**config.mk**
```make
export PLATFORM = sky130hd
export DESIGN_NAME = vector_add_acc
export DESIGN_NICKNAME = d
export VERILOG_FILES = /design/src/rtl/vector_add_acc_pkg.sv /design/src/rtl/vadd_lane.sv /design/src/rtl/vector_add_acc.sv
export SDC_FILE = /design/constraint.sdc
export NUM_CORES = 2
export LEC_CHECK = 0
export BUFFER_PORTS_ARGS = -buffer_cell sky130_fd_sc_hd__buf_2
export CAP_MARGIN = 10
export CELL_PAD_IN_SITES_DETAIL_PLACEMENT = 1
export CELL_PAD_IN_SITES_GLOBAL_PLACEMENT = 2
export CORE_AREA = 5 5 598 600
export CTS_CLUSTER_SIZE = 14
export DETAILED_ROUTE_END_ITERATION = 10
export DIE_AREA = 0 0 603 605
export PLACE_DENSITY_LB_ADDON = 0.1
export SKIP_LAST_GASP = 1
export SYNTH_ARGS = -nofsm -noshare
export SYNTH_HDL_FRONTEND = slang
export SYNTH_SLANG_ARGS = --single-unit
```
**constraint.sdc**
```tcl
create_clock -name clk -period 52.8 [get_ports clk]
set_input_delay 10.56 -clock clk [delete_from_list [all_inputs] [get_ports clk]]
set_output_delay 10.56 -clock clk [all_outputs]
set_load 0.005 [all_outputs]
```
**src/rtl/vector_add_acc_pkg.sv**
```systemverilog
// Shared types and helpers for the vector_add_acc datapath.
package vector_add_acc_pkg;

    typedef enum logic {
        MODE_ADD = 1'b0,
        MODE_ACC = 1'b1
    } mode_e;

    typedef enum logic {
        IDLE  = 1'b0,
        ACCUM = 1'b1
    } state_e;

    // Low bit index of a lane within a packed multi-lane vector.
    function automatic int unsigned lane_lo(input int unsigned lane, input int unsigned width);
        return lane * width;
    endfunction

endpackage

```
**src/rtl/vadd_lane.sv**
```systemverilog
// Single-lane signed adder; wraps by default, saturates when VECTOR_ADD_ACC_SAT_EN is defined.
module vadd_lane #(
    parameter int unsigned DATA_W = 32
) (
    input  logic [DATA_W-1:0] a_i,
    input  logic [DATA_W-1:0] b_i,
    output logic [DATA_W-1:0] sum_o
);

`ifdef VECTOR_ADD_ACC_SAT_EN
    logic [DATA_W:0] wide;

    always_comb begin
        wide = {a_i[DATA_W-1], a_i} + {b_i[DATA_W-1], b_i};
        // Top two bits disagree only on signed overflow; the extra bit carries the true sign.
        if (wide[DATA_W] != wide[DATA_W-1]) begin
            sum_o = wide[DATA_W] ? {1'b1, {(DATA_W-1){1'b0}}} : {1'b0, {(DATA_W-1){1'b1}}};
        end else begin
            sum_o = wide[DATA_W-1:0];
        end
    end
`else
    always_comb begin
        sum_o = a_i + b_i;
    end
`endif

endmodule

```
**src/rtl/vector_add_acc.sv**
```systemverilog
// Lane-parallel vector adder / stream accumulator with valid/ready on both sides.
// Saturating lane arithmetic is enabled by defining VECTOR_ADD_ACC_SAT_EN.
module vector_add_acc
    import vector_add_acc_pkg::*;
#(
    parameter int unsigned LANES  = 16,
    parameter int unsigned DATA_W = 32,
    parameter int unsigned CNT_W  = 16
) (
    input  logic                    clk,
    input  logic                    rst,
    input  logic                    mode_i,
    input  logic                    in_valid_i,
    output logic                    in_ready_o,
    input  logic [LANES*DATA_W-1:0] in_a_i,
    input  logic [LANES*DATA_W-1:0] in_b_i,
    input  logic                    in_last_i,
    output logic                    out_valid_o,
    input  logic                    out_ready_i,
    output logic [LANES*DATA_W-1:0] out_data_o,
    output logic [CNT_W-1:0]        out_count_o
);

    localparam int unsigned VecW = LANES * DATA_W;

    state_e            state_q;
    mode_e             mode_q;
    mode_e             eff_mode;
    logic [VecW-1:0]   acc_q;
    logic [CNT_W-1:0]  cnt_q;
    logic [CNT_W-1:0]  cnt_inc;
    logic              out_valid_q;
    logic [VecW-1:0]   out_data_q;
    logic [CNT_W-1:0]  out_count_q;
    logic [VecW-1:0]   add_b;
    logic [VecW-1:0]   sum;
    logic              in_fire;

    assign in_ready_o  = (state_q == ACCUM) || !out_valid_q || out_ready_i;
    assign in_fire     = in_valid_i && in_ready_o;
    assign out_valid_o = out_valid_q;
    assign out_data_o  = out_data_q;
    assign out_count_o = out_count_q;

    // Inside a group the latched mode wins; the live input only matters on a group's first beat.
    assign eff_mode = (state_q == ACCUM) ? mode_q : mode_e'(mode_i);
    assign cnt_inc  = (cnt_q == {CNT_W{1'b1}}) ? cnt_q : cnt_q + CNT_W'(1);

    always_comb begin
        add_b = '0;
        if (eff_mode == MODE_ADD) begin
            add_b = in_b_i;
        end else if (state_q == ACCUM) begin
            add_b = acc_q;
        end
    end

    for (genvar i = 0; i < LANES; i++) begin : g_lane
        vadd_lane #(
            .DATA_W(DATA_W)
        ) u_lane (
            .a_i  (in_a_i[lane_lo(i, DATA_W) +: DATA_W]),
            .b_i  (add_b[lane_lo(i, DATA_W) +: DATA_W]),
            .sum_o(sum[lane_lo(i, DATA_W) +: DATA_W])
        );
    end

    always_ff @(posedge clk or posedge rst) begin
        if (rst) begin
            state_q     <= IDLE;
            mode_q      <= MODE_ADD;
            acc_q       <= '0;
            cnt_q       <= '0;
            out_valid_q <= 1'b0;
            out_data_q  <= '0;
            out_count_q <= '0;
        end else begin
            if (out_valid_q && out_ready_i) begin
                out_valid_q <= 1'b0;
            end
            if (in_fire) begin
                unique case (state_q)
                    IDLE: begin
                        mode_q <= mode_e'(mode_i);
                        if (mode_e'(mode_i) == MODE_ADD || in_last_i) begin
                            out_data_q  <= sum;
                            out_count_q <= CNT_W'(1);
                            out_valid_q <= 1'b1;
                        end else begin
                            acc_q   <= sum;
                            cnt_q   <= CNT_W'(1);
                            state_q <= ACCUM;
                        end
                    end
                    ACCUM: begin
                        if (in_last_i) begin
                            out_data_q  <= sum;
                            out_count_q <= cnt_inc;
                            out_valid_q <= 1'b1;
                            acc_q       <= '0;
                            cnt_q       <= '0;
                            state_q     <= IDLE;
                        end else begin
                            acc_q <= sum;
                            cnt_q <= cnt_inc;
                        end
                    end
                    default: state_q <= IDLE;
                endcase
            end
        end
    end

endmodule

```
==> load_flow_metrics.sql <==
INSERT INTO impl_metrics (metric_group, metric, value, unit) VALUES
('yosys', 'netlist_instances', '7356', ''),
('setup_path', 'critical_path_class', 'in -> out', ''),
('sta', 'finalClockSkew', '51.4', 'ps'),
('die', 'effective_utilization_at_floorplan', '0.193', ''),
('global_routing', 'grt_pass1_wl', '554', 'mm'),
('yosys', 'synth_sequential_area_ratio', '0.391', ''),
('sta', 'unrepaired_setup_endpoints_after_global_routing', 'false', ''),
('clock_tree', 'max_buffers_root_to_sink', '4', ''),
('placement', 'place_congestion', '0.847', ''),
('global_routing', 'grt_start_max_net_pins', '140', ''),
('sta', 'fmax', '46.0', 'MHz'),
('worst_hold_path', 'whs_path_depth', '2', ''),
('sta', 'timing.slew.headroom', '0.263', ''),
('clock_tree', 'number_of_clock_buffers_inserted_by_tritoncts', '159', ''),
('yosys', 'most_used_flip_flop_cell_after_synthesis', 'sky130_fd_sc_hd__dfrtp_1', ''),
('die', 'ioPinCount', '1560', ''),
('clock_tree', 'tritoncts_clock_tree', 'done', ''),
('setup_path', 'worst_r2r_endpoint', 'out_data_o[479]', ''),
('die', 'row_count', '218', ''),
('sta', 'period_share', '0.411', ''),
('die', 'fp.dieArea', '0.365', 'sq mm'),
('die', 'die_w', '603', 'microns'),
('layout', 'area_delta_synth_final', '27.4', '%'),
('sta', 'final.setup.tns', '0', 'ps'),
('power_and_ir_drop', 'design_power_total', '0.00381', 'W'),
('setup_path', 'crit_path_end_kind', 'output pin', ''),
('clock_tree', 'clock_tree.htree_level_count', '4', ''),
('drt', 'drt_wl_total', '399', 'mm'),
('outcome', 'outcome', 'finished clean', ''),
('clock_tree', 'clock_latency', '870', 'ps'),
('global_routing', 'initial_antenna_violation_count', '435', ''),
('yosys', 'synthesis.yosys.warnings', '0', ''),
('power_and_ir_drop', 'vdd_drop_max', '0.0226', 'mV'),
('sta', 'final.min_clock_period', '21720', 'ps'),
('power_and_ir_drop', 'total_leakage_power', '43.3', 'nW'),
('yosys', 'yosysUniqueCellTypes', '81', ''),
('setup_path', 'setup.worst_path.start_class', 'primary input', ''),
('worst_hold_path', 'hold_crit_path_type', 'reg -> reg', ''),
('sta', 'timing.final.hold_violations', '0', ''),
('placement', 'port_buffers', '1559', ''),
('clock_tree', 'ctsRootBufferMaster', 'sky130_fd_sc_hd__clkbuf_16', ''),
('yosys', 'yosys_register_bits', '1059', ''),
('setup_path', 'ff2ff_path_depth', '19', ''),
('setup_path', 'timing.reg2reg.setup_slack', '45770', 'ps'),
('flow_run', 'cap_viol_max_count', '0', ''),
('layout', 'postLayoutCoreUtil', '0.246', ''),
('drt', 'drt-pass1-iter-count', '5', ''),
('yosys', 'synth.cell_area', '0.0678', 'sq mm'),
('yosys', 'synth_largest_area_cell', 'sky130_fd_sc_hd__dfrtp_1', ''),
('clock_tree', 'cts.sinks', '1059', ''),
('yosys', 'yosys.area.top_type_share', '0.391', ''),
('layout', 'fill_cells', '40979', ''),
('sta', 'final_max_slew_viol_count', '0', ''),
('yosys', 'synth_most_common_cell', 'sky130_fd_sc_hd__nand2_1', ''),
('setup_path', 'worst-path-max-fanout', '4', ''),
('clock_tree', 'cts.clk_slew.worst_paths', '60', 'ps'),
('clock_tree', 'post_cts_resize_count', '0', ''),
('setup_path', 'worst-endpoint-arrival', '11160', 'ps'),
('drt', 'detailroute.via_count', '65586', ''),
('drt', 'drtAntennaViolNets', '0', ''),
('drt', 'post_detailed_route_wirelength_per_cell', '29.3', 'microns'),
('sta', 'finalSetupViolations', '0', ''),
('die', 'fp.dieH', '605', 'microns'),
('yosys', 'async_s_r_ff_share_synth', '1.00', ''),
('yosys', 'leading_post_synthesis_cells_by_instance_count', 'sky130_fd_sc_hd__nand2_1, sky130_fd_sc_hd__dfrtp_1, sky130_fd_sc_hd__a22o_1', ''),
('setup_path', 'worstReg2RegStart', 'state_q', ''),
('clock_tree', 'cts_hold_buf', '0', ''),
('drt', 'vias_per_cell', '4.81', ''),
('setup_path', 'required', '42240', 'ps'),
('global_routing', 'globalRouteOverflowTotal', '0', ''),
('drt', 'drt_iter0_drc', '3596', '');
-- report_power, final --
group          leakage [nW]  switching (W)  internal, W
Combinational          27.4       0.000858     0.000562
Clock                  2.64       0.000462     0.000680
Sequential             13.3       0.000168      0.00108
Total                  43.3        0.00149      0.00233
-- flip-flops by register name, indices dropped and copies added, names as in the netlist --
name,cells
acc_q,512
out_count_o,16
cnt_q,16
state_q,1
out_data_o,512
mode_q,1
out_valid_o,1
-- logic make-up after synthesis --
logic type,synth area share
mux,0.0164
xor+xnor,0.0611
buf+inv,0.0296
compound gates,0.261
fa+ha+maj,0.105
flops,0.391
simple gates,0.136
-- per-layer routing --
| layer | wire length, microns | track usage |
|---|---|---|
| met5 | 979 | 0 |
| met4 | 15200 | 0.0697 |
| met1 | 157000 | 0.238 |
| met3 | 23700 | 0.0528 |
| met2 | 202000 | 0.379 |
-- worst max-delay path, cell delays in order --
cell and delay, ps:
sky130_fd_sc_hd__buf_2 100, sky130_fd_sc_hd__nand2b_1 180, sky130_fd_sc_hd__nand2b_1 170, sky130_fd_sc_hd__buf_2 150
-- placed cells by master (no fill, tap or decap), types with 133 or more instances in the layout --
master / instances
sky130_fd_sc_hd__buf_2: 1559
sky130_fd_sc_hd__nand2_1: 1496
sky130_fd_sc_hd__dfrtp_1: 1059
sky130_fd_sc_hd__a22o_1: 922
sky130_fd_sc_hd__ha_1: 543
sky130_fd_sc_hd__a21oi_1: 424
sky130_fd_sc_hd__o21ai_0: 371
sky130_fd_sc_hd__xnor2_1: 303
sky130_fd_sc_hd__a21o_1: 237
sky130_fd_sc_hd__nor2_1: 229
sky130_fd_sc_hd__xor2_1: 170
sky130_fd_sc_hd__clkbuf_16: 161
sky130_fd_sc_hd__inv_1: 138
sky130_fd_sc_hd__diode_2: 133
-- worst max path at each step --
| stage | from | end | slack (ps) | depth (start not counted) |
|---|---|---|---|---|
| finish | out_ready_i | in_ready_o | 31080 | 4 |
| global route | out_ready_i | in_ready_o | 31030 | 4 |
| CTS | out_ready_i | in_ready_o | 31080 | 4 |
| detailed placement | out_ready_i | in_ready_o | 31080 | 4 |
| global placement | out_ready_i | in_ready_o | 31030 | 4 |
| floorplan | rst | acc_q[0] | 12430 | 1 |
-- area by class of cell --
cell class | instances | area [sq um] | share of cell area
clock buffers | 223 | 4590 | 0.0532
clock inverters | 56 | 761 | 0.00881
repair buffers | 1638 | 8480 | 0.0983
flip-flops and latches | 1059 | 26500 | 0.307
inverters | 139 | 529 | 0.00613
well taps | 4620 | 5780 | 0.0670
diodes | 133 | 333 | 0.00386
multi-input cells | 5766 | 39300 | 0.456
-- stage by stage --
step	std cells	worst slack [ps]	hold WS, ps	instance area, sq um
after floorplan	7356	12430	439	67800
after global placement	13222	31030	449	80600
after detailed placement	13222	31080	455	80600
after CTS	13501	31080	470	86000
after global routing	13566	31030	489	86200
final	13634	31080	465	86300
(Power assumes the default switching activity.)
